`config.mk`:
```
export PLATFORM = sky130hd
export DESIGN_NAME = mem_port_arbiter
export DESIGN_NICKNAME = d
export VERILOG_FILES = /design/src/rtl/mips_pkg.sv /design/src/rtl/arb_prio_sel.sv /design/src/rtl/mem_port_arbiter.sv
export SDC_FILE = /design/constraint.sdc
export NUM_CORES = 1
export LEC_CHECK = 0
export CAP_MARGIN = 20
export CORE_MARGIN = 5
export CORE_UTILIZATION = 39
export DETAILED_ROUTE_END_ITERATION = 8
export PLACE_DENSITY = 0.95
export RECOVER_POWER = 50
export SLEW_MARGIN = 20
export SYNTH_ARGS = -nofsm -noshare
export SYNTH_HDL_FRONTEND = slang
export SYNTH_SLANG_ARGS = --single-unit
```
`constraint.sdc`:
```
create_clock -name clk -period 3.5 [get_ports clk]
set_clock_uncertainty 0.15 [all_clocks]
set_input_delay 0.7 -clock clk [delete_from_list [all_inputs] [get_ports clk]]
set_output_delay 0.7 -clock clk [all_outputs]
set_load 0.02 [all_outputs]
```
`src/rtl/mips_pkg.sv`:
```
// Shared types and defaults for the pipeline memory-port arbiter.
package mips_pkg;

    localparam int ADDR_W_DEF = 7;
    localparam int DATA_W_DEF = 32;

    // Request/grant vector bit positions.
    localparam int REQ_LD = 0;
    localparam int REQ_DM = 1;
    localparam int REQ_IF = 2;
    localparam int REQ_N  = 3;

    typedef enum logic [1:0] {
        RUN   = 2'd0,
        LOAD  = 2'd1,
        DRAIN = 2'd2
    } arb_state_t;

    typedef enum logic [1:0] {
        NONE   = 2'd0,
        OWN_IF = 2'd1,
        OWN_DM = 2'd2
    } owner_t;

endpackage

```
`src/rtl/arb_prio_sel.sv`:
```
// Combinational grant encoder: loader first, then starved fetch, data, fetch.
module arb_prio_sel
    import mips_pkg::*;
(
    input  logic [REQ_N-1:0] req,
    input  logic             starved,
    input  arb_state_t       state,
    output logic [REQ_N-1:0] gnt
);

    always_comb begin
        gnt = '0;
        case (state)
            RUN: begin
                if (req[REQ_LD]) begin
                    gnt[REQ_LD] = 1'b1;
                end else if (starved && req[REQ_IF]) begin
                    gnt[REQ_IF] = 1'b1;
                end else if (req[REQ_DM]) begin
                    gnt[REQ_DM] = 1'b1;
                end else if (req[REQ_IF]) begin
                    gnt[REQ_IF] = 1'b1;
                end
            end
            // The pipeline is frozen while loading; only the loader may touch memory.
            LOAD:    gnt[REQ_LD] = req[REQ_LD];
            default: gnt = '0;
        endcase
    end

endmodule

```
`src/rtl/mem_port_arbiter.sv`:
```
// Single-port memory arbiter for loader, MEM stage and fetch, with load/drain/restart sequencing.
// Optional ARB_STATS_EN adds grant and stall-cycle counters.
module mem_port_arbiter
    import mips_pkg::*;
#(
    parameter int ADDR_W     = ADDR_W_DEF,
    parameter int DATA_W     = DATA_W_DEF,
    parameter int STARVE_MAX = 4
) (
    input  logic              clk,
    input  logic              rst,
    input  logic              ld_req,
    input  logic [ADDR_W-1:0] ld_addr,
    input  logic [DATA_W-1:0] ld_wdata,
    output logic              ld_gnt,
    input  logic              dm_req,
    input  logic              dm_we,
    input  logic [ADDR_W-1:0] dm_addr,
    input  logic [DATA_W-1:0] dm_wdata,
    output logic              dm_gnt,
    output logic              dm_rvalid,
    output logic [DATA_W-1:0] dm_rdata,
    input  logic              if_req,
    input  logic [ADDR_W-1:0] if_addr,
    output logic              if_gnt,
    output logic              if_rvalid,
    output logic [DATA_W-1:0] if_rdata,
    output logic              stall,
    output logic              pipe_restart,
    output logic              mem_en,
    output logic              mem_we,
    output logic [ADDR_W-1:0] mem_addr,
    output logic [DATA_W-1:0] mem_wdata,
    input  logic [DATA_W-1:0] mem_rdata,
    output arb_state_t        dbgState,
    output logic [3:0]        dbgStarveCnt
`ifdef ARB_STATS_EN
    ,
    output logic [31:0]       stat_if_gnt,
    output logic [31:0]       stat_dm_gnt,
    output logic [31:0]       stat_stall_cyc
`endif
);

    // Handshake: a requester holds req/addr/wdata stable until it sees gnt in the
    // same cycle; a granted read returns rvalid/rdata exactly one cycle later.

    arb_state_t        state, stateNext;
    owner_t            respOwner, ownerNext;
    logic [3:0]        starveCnt;
    logic [REQ_N-1:0]  reqVec, gntRaw, gnt;
    logic              starved;
    logic [DATA_W-1:0] ifHold, dmHold;

    assign reqVec  = {if_req, dm_req, ld_req};
    assign starved = (starveCnt == 4'(STARVE_MAX));

    arb_prio_sel uPrioSel (
        .req     (reqVec),
        .starved (starved),
        .state   (state),
        .gnt     (gntRaw)
    );

    // Reset suppresses every combinational output so the reset cycle itself is quiet.
    assign gnt    = rst ? '0 : gntRaw;
    assign ld_gnt = gnt[REQ_LD];
    assign dm_gnt = gnt[REQ_DM];
    assign if_gnt = gnt[REQ_IF];

    assign stall        = ~rst & ((if_req & ~if_gnt) | (dm_req & ~dm_gnt));
    assign pipe_restart = ~rst & (state == DRAIN);

    assign mem_en = |gnt;
    assign mem_we = ld_gnt | (dm_gnt & dm_we);

    always_comb begin
        mem_addr  = '0;
        mem_wdata = '0;
        if (ld_gnt) begin
            mem_addr  = ld_addr;
            mem_wdata = ld_wdata;
        end else if (dm_gnt) begin
            mem_addr  = dm_addr;
            mem_wdata = dm_wdata;
        end else if (if_gnt) begin
            mem_addr  = if_addr;
        end
    end

    always_comb begin
        ownerNext = NONE;
        if (if_gnt) begin
            ownerNext = OWN_IF;
        end else if (dm_gnt && !dm_we) begin
            ownerNext = OWN_DM;
        end
    end

    always_comb begin
        stateNext = state;
        case (state)
            RUN:     if (ld_gnt) stateNext = LOAD;
            LOAD:    if (!ld_req) stateNext = DRAIN;
            DRAIN:   stateNext = RUN;
            default: stateNext = RUN;
        endcase
    end

    always_ff @(posedge clk) begin
        if (rst) begin
            state     <= RUN;
            starveCnt <= 4'd0;
            respOwner <= NONE;
            ifHold    <= '0;
            dmHold    <= '0;
        end else begin
            state     <= stateNext;
            respOwner <= ownerNext;
            if (respOwner == OWN_IF) ifHold <= mem_rdata;
            if (respOwner == OWN_DM) dmHold <= mem_rdata;
            if (state == DRAIN || if_gnt) begin
                starveCnt <= 4'd0;
            end else if (state == RUN && if_req && !starved) begin
                starveCnt <= starveCnt + 4'd1;
            end
        end
    end

    // Return data steers straight from the memory; the non-owner keeps its last word.
    assign if_rvalid = ~rst & (respOwner == OWN_IF);
    assign dm_rvalid = ~rst & (respOwner == OWN_DM);
    assign if_rdata  = if_rvalid ? mem_rdata : ifHold;
    assign dm_rdata  = dm_rvalid ? mem_rdata : dmHold;

    assign dbgState     = state;
    assign dbgStarveCnt = starveCnt;

`ifdef ARB_STATS_EN
    always_ff @(posedge clk) begin
        if (rst || pipe_restart) begin
            stat_if_gnt    <= 32'd0;
            stat_dm_gnt    <= 32'd0;
            stat_stall_cyc <= 32'd0;
        end else begin
            stat_if_gnt    <= stat_if_gnt + {31'd0, if_gnt};
            stat_dm_gnt    <= stat_dm_gnt + {31'd0, dm_gnt};
            stat_stall_cyc <= stat_stall_cyc + {31'd0, stall};
        end
    end
`endif

endmodule

```
---- Word level (Yosys, flattened, before mapping) ----
Index checks and enable logic that the tools add are counted.
word-level totals
  logic and storage cells ................. 60
  register bits after elaboration ......... 72
cells by class
  add/subtract/negate cells ............... 1
  mux-type cells .......................... 22
  eq/ne operators ......................... 7
  bitwise operators ....................... 12
  reduce and logical (&&, ||, !) cells .... 12
operators by type and width
  operator                                                                number
  32-bit 2-to-1 mux                                                       4
  7-bit 2-to-1 mux                                                        3
  2-bit 2-to-1 mux                                                        5
  1-bit AND                                                               7
  1-bit 2-to-1 mux                                                        7
  4-bit by 1-bit adder with 4-bit output (second input constant)          1
  2-bit by 1-bit equality test with 1-bit output (second input constant)  2
  2-bit equality test (second input constant)                             2
  4-bit by 3-bit equality test with 1-bit output (second input constant)  1
  1-bit logical AND                                                       4
  2-bit inequality test (second input constant)                           2
  2-bit one-hot mux with 2 select lines                                   1
  2-bit OR reduction                                                      2
  3-bit 2-to-1 mux                                                        1
  1-bit NOT                                                               3
  3-bit OR reduction                                                      1
  1-bit logical NOT                                                       2
  2-bit logical NOT                                                       1
  1-bit bitwise OR                                                        2
  1-bit one-hot mux with 2 select lines                                   1
  2-bit AND reduction                                                     1
  1-bit logical OR                                                        1

---- Depth between registers and ports, before layout ----
Gate-level depths: netlist of run 1.
  depth after elaboration ................. 10
  gate-level depth with buffers ........... 8
  mapped depth without buffers ............ 6

---- Cells and area by module ----
A second synthesis of run 1 with hierarchy kept.
second synthesis, totals
  cells, all modules ...................... 336
  area, all modules ....................... 3,563.4 um2
by module, submodules not included
  module            instances  cells each  seq. area each (um2)  area an instance (um2)
  mem_port_arbiter  1          330         1,441.4               3,524.6
  arb_prio_sel      1          6           0.0                   38.8

---- Worst setup path after synthesis of run 1 ----
No wires, ideal clock.
  path kind ............................... in2out
  start point ............................. in ld_req
  end point ............................... out mem_addr[0]
  data arrival time ....................... 1.965 ns
  required time ........................... 2.650 ns
  stages on the path ...................... 4
  setup slack ............................. 0.685 ns
  cells stage by stage .................... or4_4 -> a211oi_4 -> a22oi_1 -> nand2_1
between the ends
  word-level cells in the longest chain between the ends .. 6
  elaborated cells on any way between the ends .. 8
  classes of those cells .................. mux: 8
ends and longest elaborated chain
  item              RTL line                RTL
  from (decl)       mem_port_arbiter.sv:12  input logic ld_req,
  2-bit 2-to-1 mux  arb_prio_sel.sv:15      if (req[REQ_LD]) begin
  2-bit 2-to-1 mux  arb_prio_sel.sv:13      case (state)
  3-bit 2-to-1 mux  mem_port_arbiter.sv:66  assign gnt = rst ? '0 : gntRaw;
  named net if_gnt  mem_port_arbiter.sv:25  output logic if_gnt,
  7-bit 2-to-1 mux  mem_port_arbiter.sv:86  end else if (if_gnt) begin
  7-bit 2-to-1 mux  mem_port_arbiter.sv:83  end else if (dm_gnt) begin
  7-bit 2-to-1 mux  mem_port_arbiter.sv:80  if (ld_gnt) begin
  to (decl)         mem_port_arbiter.sv:32  output logic [ADDR_W-1:0] mem_addr,
The timed path passes the listed nets, and every way through them passes these cells.

---- Worst setup path after layout of run 1 ----
  start point ............................. in rst
  end point ............................... out dm_rdata[11]
between the ends
  word-level cells in the longest chain between the ends .. 3
ends and longest elaborated chain
  item               RTL line                 RTL
  from (decl)        mem_port_arbiter.sv:11   input logic rst,
  1-bit NOT          mem_port_arbiter.sv:132  assign dm_rvalid = ~rst & (respOwner == OWN_DM);
  1-bit AND          mem_port_arbiter.sv:132
  32-bit 2-to-1 mux  mem_port_arbiter.sv:134  assign dm_rdata = dm_rvalid ? mem_rdata : dmHold;
  to (decl)          mem_port_arbiter.sv:22   output logic [DATA_W-1:0] dm_rdata,
No other way between the ends.

==> results of run 1 <==
==> kinds of logic (layout without fill, tap and decap cells) <==
group | count (synthesis) | count (layout) | synth area share [%]
AOI/OAI and AO/OA | 113 | 113 | 27.6
xor gates and xnor gates | 3 | 3 | 0.743
adders and majority gates | 2 | 2 | 0.707
buffers and inverters | 37 | 300 | 4.46
DFF | 72 | 72 | 40.7
muxes | 65 | 65 | 20.7
and+or+nand+nor | 35 | 35 | 5.09
==> layout make-up <==
type                            count  area [um2]
Clock inverter                      6        61.3
Timing Repair Buffer              279        2610
Inverter                            6        22.5
Multi-Input combinational cell    218        1960
Sequential cell                    72        1440
Fill cell                         639        2410
Tap cell                          108         135
Clock buffer                        9         124
==> metal layers <==
metal  global-route usage [%]  vias up
met5                        0        -
met4                     9.50        0
met1                     24.4     1763
met2                     41.1      188
met3                     7.82       31
li1                         -     1786
==> where the power goes <==
| group | total, W | internal [W] | switching (W) |
|---|---|---|---|
| sequential | 0.000848 | 0.000836 | 0.0000120 |
| clock | 0.000622 | 0.000322 | 0.000299 |
| combinational | 0.000451 | 0.000245 | 0.000206 |
==> through the flow <==
stage	TNS, ns	util, %
after global routing	-0.00219	72.4
after floorplan	0	-
after global placement	-10.27	71.2
final	0	72.4
after CTS	-4.97	72.2
after detailed placement	-14.45	71.2
==> state kept, by name (all words and copies together), names as in the netlist <==
signal,count
respOwner,2
dbgStarveCnt,4
ifHold,32
dbgState,2
dmHold,32
==> worst reg2reg max path, cell delays in order, from the launching register on <==
cell,delay (ns)
dfxtp_1,0.37
inv_1,0.10
a21oi_1,0.59
clkbuf_1,0.94
a22o_1,0.26
==> synth_stat cells <==
cell | count | area, um2
o211a_1 | 1 | 10.0
clkbuf_1 | 17 | 63.8
inv_1 | 6 | 22.5
nand3_1 | 2 | 10.0
xnor2_1 | 1 | 8.76
a22oi_1 | 7 | 52.6
dfxtp_1 | 72 | 1440
buf_6 | 1 | 11.3
nor4b_1 | 1 | 8.76
nand3b_1 | 1 | 7.51
a211o_1 | 1 | 8.76
a211oi_1 | 1 | 7.51
a22o_1 | 96 | 841
nor3b_1 | 3 | 22.5
and3_1 | 1 | 6.26
mux2_2 | 64 | 721
nor2b_1 | 1 | 6.26
ha_1 | 2 | 25.0
xor2_1 | 2 | 17.5
a21o_1 | 1 | 7.51
o32ai_1 | 1 | 8.76
or4_4 | 1 | 11.3
buf_1 | 4 | 15.0
buf_2 | 9 | 45.0
nand2_1 | 16 | 60.1
a21oi_1 | 4 | 20.0
a211oi_4 | 1 | 20.0
or3_1 | 1 | 6.26
nor4_1 | 1 | 6.26
nor3_1 | 7 | 35.0
mux2i_1 | 1 | 10.0
==> worst paths after layout <==
kind | end | depth (start not counted) | slack (ns) | from
hold / removal | ifHold[21] | 1 | 0.32 | ifHold[21]
hold reg to reg | ifHold[21] | 1 | 0.32 | ifHold[21]
setup / recovery | dm_rdata[11] | 8 | 0.07 | rst
setup reg to reg | ifHold[27] | 4 | 1.02 | respOwner[1]
==> repair_timing <==
action | 4_1_cts | 5_1_grt
gates resized for setup | 75 | 51
setup endpoints to repair | 107 | 39
setup buffers | 0 | 6
pin swaps | 1 | 1
hold buffers | 0 | 0
gates cloned | 0 | 1
==> impl_metrics.tcl, run 1 <==
set metrics [dict create \
    cts_made_buffers 9 \
    dpl_cell_area_um2 6240 \
    start_kind "input port" \
    hpwlAfterDp_um 10700 \
    finalPower_w 0.00192 \
    nNetsFinal 711 \
    vias 3768 \
    dr_wl_met2_um 7160 \
    htree_num_levels 3 \
    clock_sinks 72 \
    drc_errors 0 \
    irDropWorstVdd_mv 0.132 \
    power_leakage_nw 3.24 \
    worst_path_largest_cell_delay_ns 0.45 \
    drive_gt1_share_pct 20.3 \
    status "finished clean" \
    layout_common_cells "clkdlybuf4s50_1, a22o_1, dfxtp_1" \
    crit_top_cell "buf_4" \
    maxCapViolCount 0 \
    synthesis.area_um2 3540 \
    powerDensity_nw_per_um2 303 \
    hold_violations 0 \
    required_ns 2.65 \
    die_w_um 105 \
    antenna_cells 0 \
    ys_warn_count 0 \
    timing.final.ws_setup_ns 0.0733 \
    place_ws_ns -0.249 \
    drt-met1-wl_um 5070 \
    clockRootBuffer "clkbuf_8" \
    arrival_ns 2.58 \
    grt_overflow 0 \
    crit_path_top_delay_cell "clkdlybuf4s50_1" \
    grt_pass1_vias 3923 \
    clk_path_buf_depth 2 \
    dp_cells 676 \
    area_growth_pct 79.5 \
    clock_latency_ns 0.33 \
    synth.avg_cell_area_um2 10.8 \
    layoutNonFillerInstCount 698 \
    final_common_cell "clkdlybuf4s50_1" \
    rows 34 \
    cp_cell_sequence "clkdlybuf4s50_1 -> buf_4 -> nor3_4 -> buf_4 -> buf_6 -> buf_4 -> mux2_2 -> dlymetal6s2s_1" \
    fmax_mhz 292 \
    worst_pin_slew_ns 1.19 \
    slew_headroom_pct 20.7 \
    path_buf_inv 6 \
    highest_layer "met4" \
    antenna_found_initial 0 \
    synth_seq_area_share_pct 40.7 \
    cts_tree "built" \
    worst-setup-path-type "in -> out" \
    slew_violations 0 \
    end_kind "output pin" \
    start_util_pct 40.4 \
    core_um2 8760 \
    grt_pass1_wl_um 20800 \
    hold_slack_ns 0.321 \
    postRouteAntennaNets 0 \
    wirelength_um 13900 \
    grt_start_max_net_pins 43 \
    finalCritPeriodShare_pct 97.9 \
    drt_pre_antenna_iters 5 \
    cp_top_family "buffers and inverters" \
    vias_per_cell 5.40 \
    synth.ff_latch_count 72 \
    clkTransAtPathRegs_ns 0.07 \
    final.min_clock_period_ns 3.43 \
    hold_path_class "reg -> reg" \
    yosysUniqueCellTypes 31 \
    fin_area_um2 6350 \
    portBuffers 240 \
    synth_cells 327 \
    die_h_um 105 \
    routabilityCongestion 0.838 \
    die-area_um2 11100 \
    path_max_fanout 14 \
    dr_wl_met3_um 1140 \
    wire_per_inst_um 19.9 \
    ios 241 \
    setup_violations 0 \
    synth_nets 452 \
    grtUsageTotal_pct 22.9 \
    drt_iter0_markers 147 \
]
(Power assumes the default switching activity.)
==> inputs of run 2 (changes only) <==
--- a/config.mk
+++ b/config.mk
@@ -6,10 +6,10 @@
 export NUM_CORES = 1
 export LEC_CHECK = 0
 export CAP_MARGIN = 20
-export CORE_MARGIN = 5
+export CORE_MARGIN = 1.5
 export CORE_UTILIZATION = 39
 export DETAILED_ROUTE_END_ITERATION = 8
-export PLACE_DENSITY = 0.95
+export PLACE_DENSITY = 0.93
 export RECOVER_POWER = 50
 export SLEW_MARGIN = 20
 export SYNTH_ARGS = -nofsm -noshare
==> run 2 against run 1 <==
  * Sequential share of layout area down 0.50 points
  * Clock power up 31%
  * Critical path depth down 2
  * Die area down 13%
  * Global-route usage up 4.6 points
  * Routed wire length down 2.1%
==> impl_metrics.tcl, run 2 (synthesis gave the netlist of run 1 again) <==
set metrics [dict create \
    cts_made_buffers 9 \
    nNetsFinal 711 \
    portBuffers 240 \
    setup_violations 0 \
    antenna_cells 0 \
    hold_slack_ns 0.324 \
    wire_per_inst_um 19.4 \
    combPwrFrac_pct 21.7 \
    hold_violations 0 \
    postRouteAntennaNets 0 \
    die_w_um 98.2 \
    htree_num_levels 3 \
    end_kind "output pin" \
    clock_latency_ns 0.34 \
    clockRootBuffer "clkbuf_8" \
    intPower_w 0.00160 \
    irDropWorstVdd_mv 0.216 \
    clkPwrFrac_pct 38.4 \
    start_kind "input port" \
    core_um2 8760 \
    clkTransAtPathRegs_ns 0.07 \
    final_common_cell "clkdlybuf4s50_1" \
    path_max_fanout 22 \
    cts.hold.buffers_added 0 \
    grt_overflow 0 \
    hpwlAfterDp_um 9900 \
    worst_pin_slew_ns 1.16 \
    layoutNonFillerInstCount 699 \
    finalCritPeriodShare_pct 99.0 \
    rsz0062_at_grt "yes" \
    grt_pass1_vias 3966 \
    required_ns 2.65 \
    seqPwrFrac_pct 39.9 \
    antenna_found_initial 0 \
    start_util_pct 40.4 \
    final.min_clock_period_ns 3.46 \
    power_leakage_nw 2.97 \
    grtUsageTotal_pct 27.6 \
    status "finished clean" \
    min_from "ifHold[28]" \
    dp_cells 671 \
    power_switching_w 0.000526 \
    clk_path_buf_depth 2 \
    hold_path_class "reg -> reg" \
    grt_start_max_net_pins 34 \
    n_fill_cell 642 \
    slew_violations 0 \
    netSwitchingFraction_pct 24.7 \
    drc_errors 0 \
    area_growth_pct 83.5 \
    drt_pre_antenna_iters 4 \
    ios 241 \
    cts_tree "built" \
    die_h_um 98.2 \
    clock_sinks 72 \
    arrival_ns 2.61 \
    maxCapViolCount 0 \
    die-area_um2 9650 \
    drive_gt1_share_pct 21.3 \
    fmax_mhz 289 \
    dpl_cell_area_um2 6230 \
    routabilityCongestion 0.825 \
    rr_startpoint "respOwner[1]" \
    vias 3775 \
    slew_headroom_pct 22.8 \
    cp-startpoint "rst" \
    layout_common_cells "clkdlybuf4s50_1, a22o_1, dfxtp_1" \
    vias_per_cell 5.40 \
    drt_iter0_markers 88 \
    grt_pass1_wl_um 21100 \
    rows 34 \
    worst-setup-path-type "in -> out" \
    wirelength_um 13600 \
    powerDensity_nw_per_um2 328 \
    fin_area_um2 6490 \
]
[run 2: cell count changes in the layout (fill, tap and decap cells not counted), sizes merged]
cell	previous run	this run
clkinv	4	1
dlymetal6s2s	20	0
clkdlybuf4s50	124	153
bufbuf	0	2
bufinv	1	3
clkdlybuf4s15	4	3
buf	32	33
dlygate4sd3	9	10
clkbuf	31	21
[run 2: stage by stage]
stage          utilization [%]  power (W)  worst slack, ns  TNS, ns
5_1_grt                   74.1    0.00221          -0.0614   -0.805
3_5_place_dp              71.1    0.00136           -0.264   -19.16
2_1_floorplan                -    0.00104            0.685        0
6_report                  74.1    0.00213           0.0357        0
3_3_place_gp              71.1    0.00135           -0.262   -18.11
4_1_cts                   74.7    0.00215          0.00843        0
[run 2: final timing paths]
| path | slack [ns] | endpoint | cells after the start |
|---|---|---|---|
| max | 0.04 | dm_rdata[27] | 6 |
| min | 0.32 | ifHold[28] | 1 |
| max reg2reg | 0.79 | ifHold[25] | 4 |
| min reg2reg | 0.32 | ifHold[28] | 1 |
[run 2: power by group through the flow]
stage	Combinational (W)	Clock, W	Sequential, W
after global routing	0.000486	0.000870	0.000850
final	0.000462	0.000817	0.000848
after CTS	0.000469	0.000832	0.000848
after global placement	0.000480	0	0.000865
after floorplan	0.000179	0	0.000866
after detailed placement	0.000490	0	0.000867
[run 2: metal layers]
layer / wire length (um) / global-route usage [%]
met1: 5120 / 30.6
met4: 280 / 8.99
met5: 0 / 0
met2: 7210 / 51.1
met3: 979 / 7.09
[run 2: worst max-delay path, cell delays in order]
cell and delay, ns:
dlygate4sd2_1 0.28, buf_4 0.17, nor3_4 0.21, buf_4 0.31, mux2_2 0.38, clkdlybuf4s50_1 0.55
[run 2: final cells by class]
| type | instances | area (um2) | share of cell area, % |
|---|---|---|---|
| multi-input combinational | 218 | 1970 | 30.3 |
| clock buffer | 11 | 151 | 2.33 |
| clock inverter | 5 | 103 | 1.58 |
| sequential | 72 | 1440 | 22.2 |
| timing repair buffer | 279 | 2670 | 41.2 |
| inverter | 6 | 22.5 | 0.347 |
| tap | 108 | 135 | 2.08 |
[run 2: timing repair]
item,in CTS,in global routing
pin swaps,1,0
setup buffers,10,0
gates resized for setup,81,15
setup endpoints to repair,107,31
gates cloned,2,0
==> inputs of run 3 (changes only) <==
--- a/config.mk
+++ b/config.mk
@@ -9,6 +9,7 @@
 export CORE_MARGIN = 1.5
 export CORE_UTILIZATION = 39
 export DETAILED_ROUTE_END_ITERATION = 8
+export GPL_ROUTABILITY_DRIVEN = 0
 export PLACE_DENSITY = 0.93
 export RECOVER_POWER = 50
 export SLEW_MARGIN = 20
==> run 3 against run 2 <==
  * Die area did not move
  * Hold slack worse by 0.0023 ns
  * Utilization fell by 0.29 points
  * Via count is 0.16% higher
  * Maximum frequency down 0.16%
  * Routed wire length up 0.85%
  * Combinational power is essentially flat
  * Sequential cell count did not move
  * Count of clock-buffer cells in the layout decreased by 1
  * Sequential power hardly changed
  * Sequential share of layout area is 0.086 points higher
==> impl_metrics.tcl, run 3 (synthesis gave the netlist of run 1 again) <==
set metrics [dict create \
    irDropWorstVdd_mv 0.153 \
    crit_path_top_delay_cell "clkdlybuf4s50_1" \
    setup_violations 0 \
    clock_sinks 72 \
    clk_path_buf_depth 2 \
    min_to "dmHold[3]" \
    drt_pre_antenna_iters 4 \
    rows 34 \
    vias 3781 \
    worst-setup-path-type "in -> out" \
    finalCritPeriodShare_pct 99.1 \
    die_h_um 98.2 \
    r2r_cells 4 \
    start_util_pct 40.4 \
    die_w_um 98.2 \
    wirelength_um 13700 \
    powerDensity_nw_per_um2 316 \
    power_leakage_nw 2.95 \
    grt_pass1_vias 4057 \
    cp-startpoint "rst" \
    final_common_cell "clkdlybuf4s50_1" \
    slew_violations 0 \
    nNetsFinal 710 \
    fmax_mhz 288 \
    crit_top_cell "buf_4" \
    final.min_clock_period_ns 3.47 \
    required_ns 2.65 \
    drt_iter0_markers 135 \
    cts.hold.buffers_added 0 \
    clockRootBuffer "clkbuf_8" \
    drive_gt1_share_pct 21.4 \
    portBuffers 240 \
    worst_pin_slew_ns 1.08 \
    rsz0062_at_grt "yes" \
    htree_num_levels 3 \
    drc_errors 0 \
    grt_overflow 0 \
    layout_common_cells "clkdlybuf4s50_1, a22o_1, dfxtp_1" \
    cts_made_buffers 9 \
    holdPathStages 1 \
    start_kind "input port" \
    die-area_um2 9650 \
    grtUsageTotal_pct 27.6 \
    hold_slack_ns 0.321 \
    status "finished clean" \
    clkTransAtPathRegs_ns 0.07 \
    crit-reg2reg-capture "ifHold[31]" \
    cts_tree "built" \
    reg2reg_slack_ns 0.87 \
    antenna_cells 0 \
    min_from "dmHold[3]" \
    grt_pass1_wl_um 21100 \
    rr_startpoint "respOwner[1]" \
    path_max_fanout 22 \
    arrival_ns 2.62 \
    antenna_found_initial 0 \
    core_um2 8760 \
    vias_per_cell 5.42 \
    n_fill_cell 662 \
    area_growth_pct 82.8 \
    maxCapViolCount 0 \
    place_ws_ns -0.251 \
    hold_violations 0 \
    hpwlAfterDp_um 10100 \
    grt_start_max_net_pins 34 \
    slew_headroom_pct 27.7 \
    end_kind "output pin" \
    worst_path_largest_cell_delay_ns 0.56 \
    clock_latency_ns 0.33 \
    hold_path_class "reg -> reg" \
    cp_cell_sequence "dlygate4sd2_1 -> buf_4 -> nor3_4 -> buf_4 -> mux2_2 -> clkdlybuf4s50_1" \
    ios 241 \
    timing.final.ws_setup_ns 0.0300 \
    postRouteAntennaNets 0 \
    wire_per_inst_um 19.7 \
]
run 3: cell count changes in the layout (fill, tap and decap cells not counted):
cell / previous run / this run
dlygate4sd3_1: 10 / 8
clkinv_4: 0 / 1
dlygate4sd2_1: 68 / 63
bufinv_16: 3 / 2
buf_4: 27 / 25
clkbuf_2: 6 / 7
clkdlybuf4s15_1: 3 / 7
clkdlybuf4s50_1: 153 / 154
buf_8: 0 / 1
dlymetal6s2s_1: 0 / 1
nor4_1: 1 / 0
clkbuf_8: 11 / 10
nor4_2: 0 / 1
run 3: critical path, delay by kind of cell:
family | cells | cell delay (ns)
mux | 1 | 0.38
buf+inv | 4 | 1.31
simple gates | 1 | 0.22
run 3: layout make-up:
type / instances / area (um2) / area share (%)
Clock inverter: 5 / 81.3 / 1.26
Tap cell: 108 / 135 / 2.09
Sequential cell: 72 / 1440 / 22.3
Clock buffer: 10 / 138 / 2.13
Multi-Input combinational cell: 218 / 1970 / 30.5
Timing Repair Buffer: 278 / 2680 / 41.4
Inverter: 6 / 22.5 / 0.348
run 3: where the power goes:
group	internal, W	switching [W]	total, W	leakage (nW)
Combinational	0.000256	0.000208	0.000463	2.25
Sequential	0.000836	0.0000127	0.000848	0.582
Clock	0.000417	0.000315	0.000732	0.108
run 3: stage by stage:
| step | cell area [um2] | power (W) | utilization, % | setup TNS [ns] | instances |
|---|---|---|---|---|---|
| 2_1_floorplan | 3540 | 0.00104 | - | 0 | 327 |
| 5_1_grt | 6470 | 0.00212 | 73.8 | -0.462 | 697 |
| 3_5_place_dp | 6230 | 0.00136 | 71.1 | -19.66 | 671 |
| 6_report | 6470 | 0.00204 | 73.8 | 0 | 697 |
| 4_1_cts | 6510 | 0.00206 | 74.3 | 0 | 697 |
| 3_3_place_gp | 6230 | 0.00135 | 71.1 | -17.94 | 671 |
run 3: routing by layer:
layer  GRT usage, %  part of all wire [%]  up-vias
met2           52.6                    53      189
met5              0                     0        -
met4           9.53                   2.7        0
met3           7.09                   7.3       29
met1           29.1                    37     1781
li1               -                     -     1782
run 3: worst max path at each step:
stage	end	slack (ns)	cells past startpoint
4_1_cts	mem_addr[3]	0.001	9
5_1_grt	dm_rdata[28]	-0.04	6
2_1_floorplan	mem_addr[0]	0.69	4
6_report	dm_rdata[22]	0.03	6
3_5_place_dp	mem_addr[0]	-0.25	8
3_3_place_gp	mem_addr[0]	-0.26	7
run 3: repair_timing:
action,in CTS,in global routing
resized for setup,87,20
buffers inserted,9,0
gates cloned,2,0
setup endpoints to repair,107,56
pin swaps,2,0
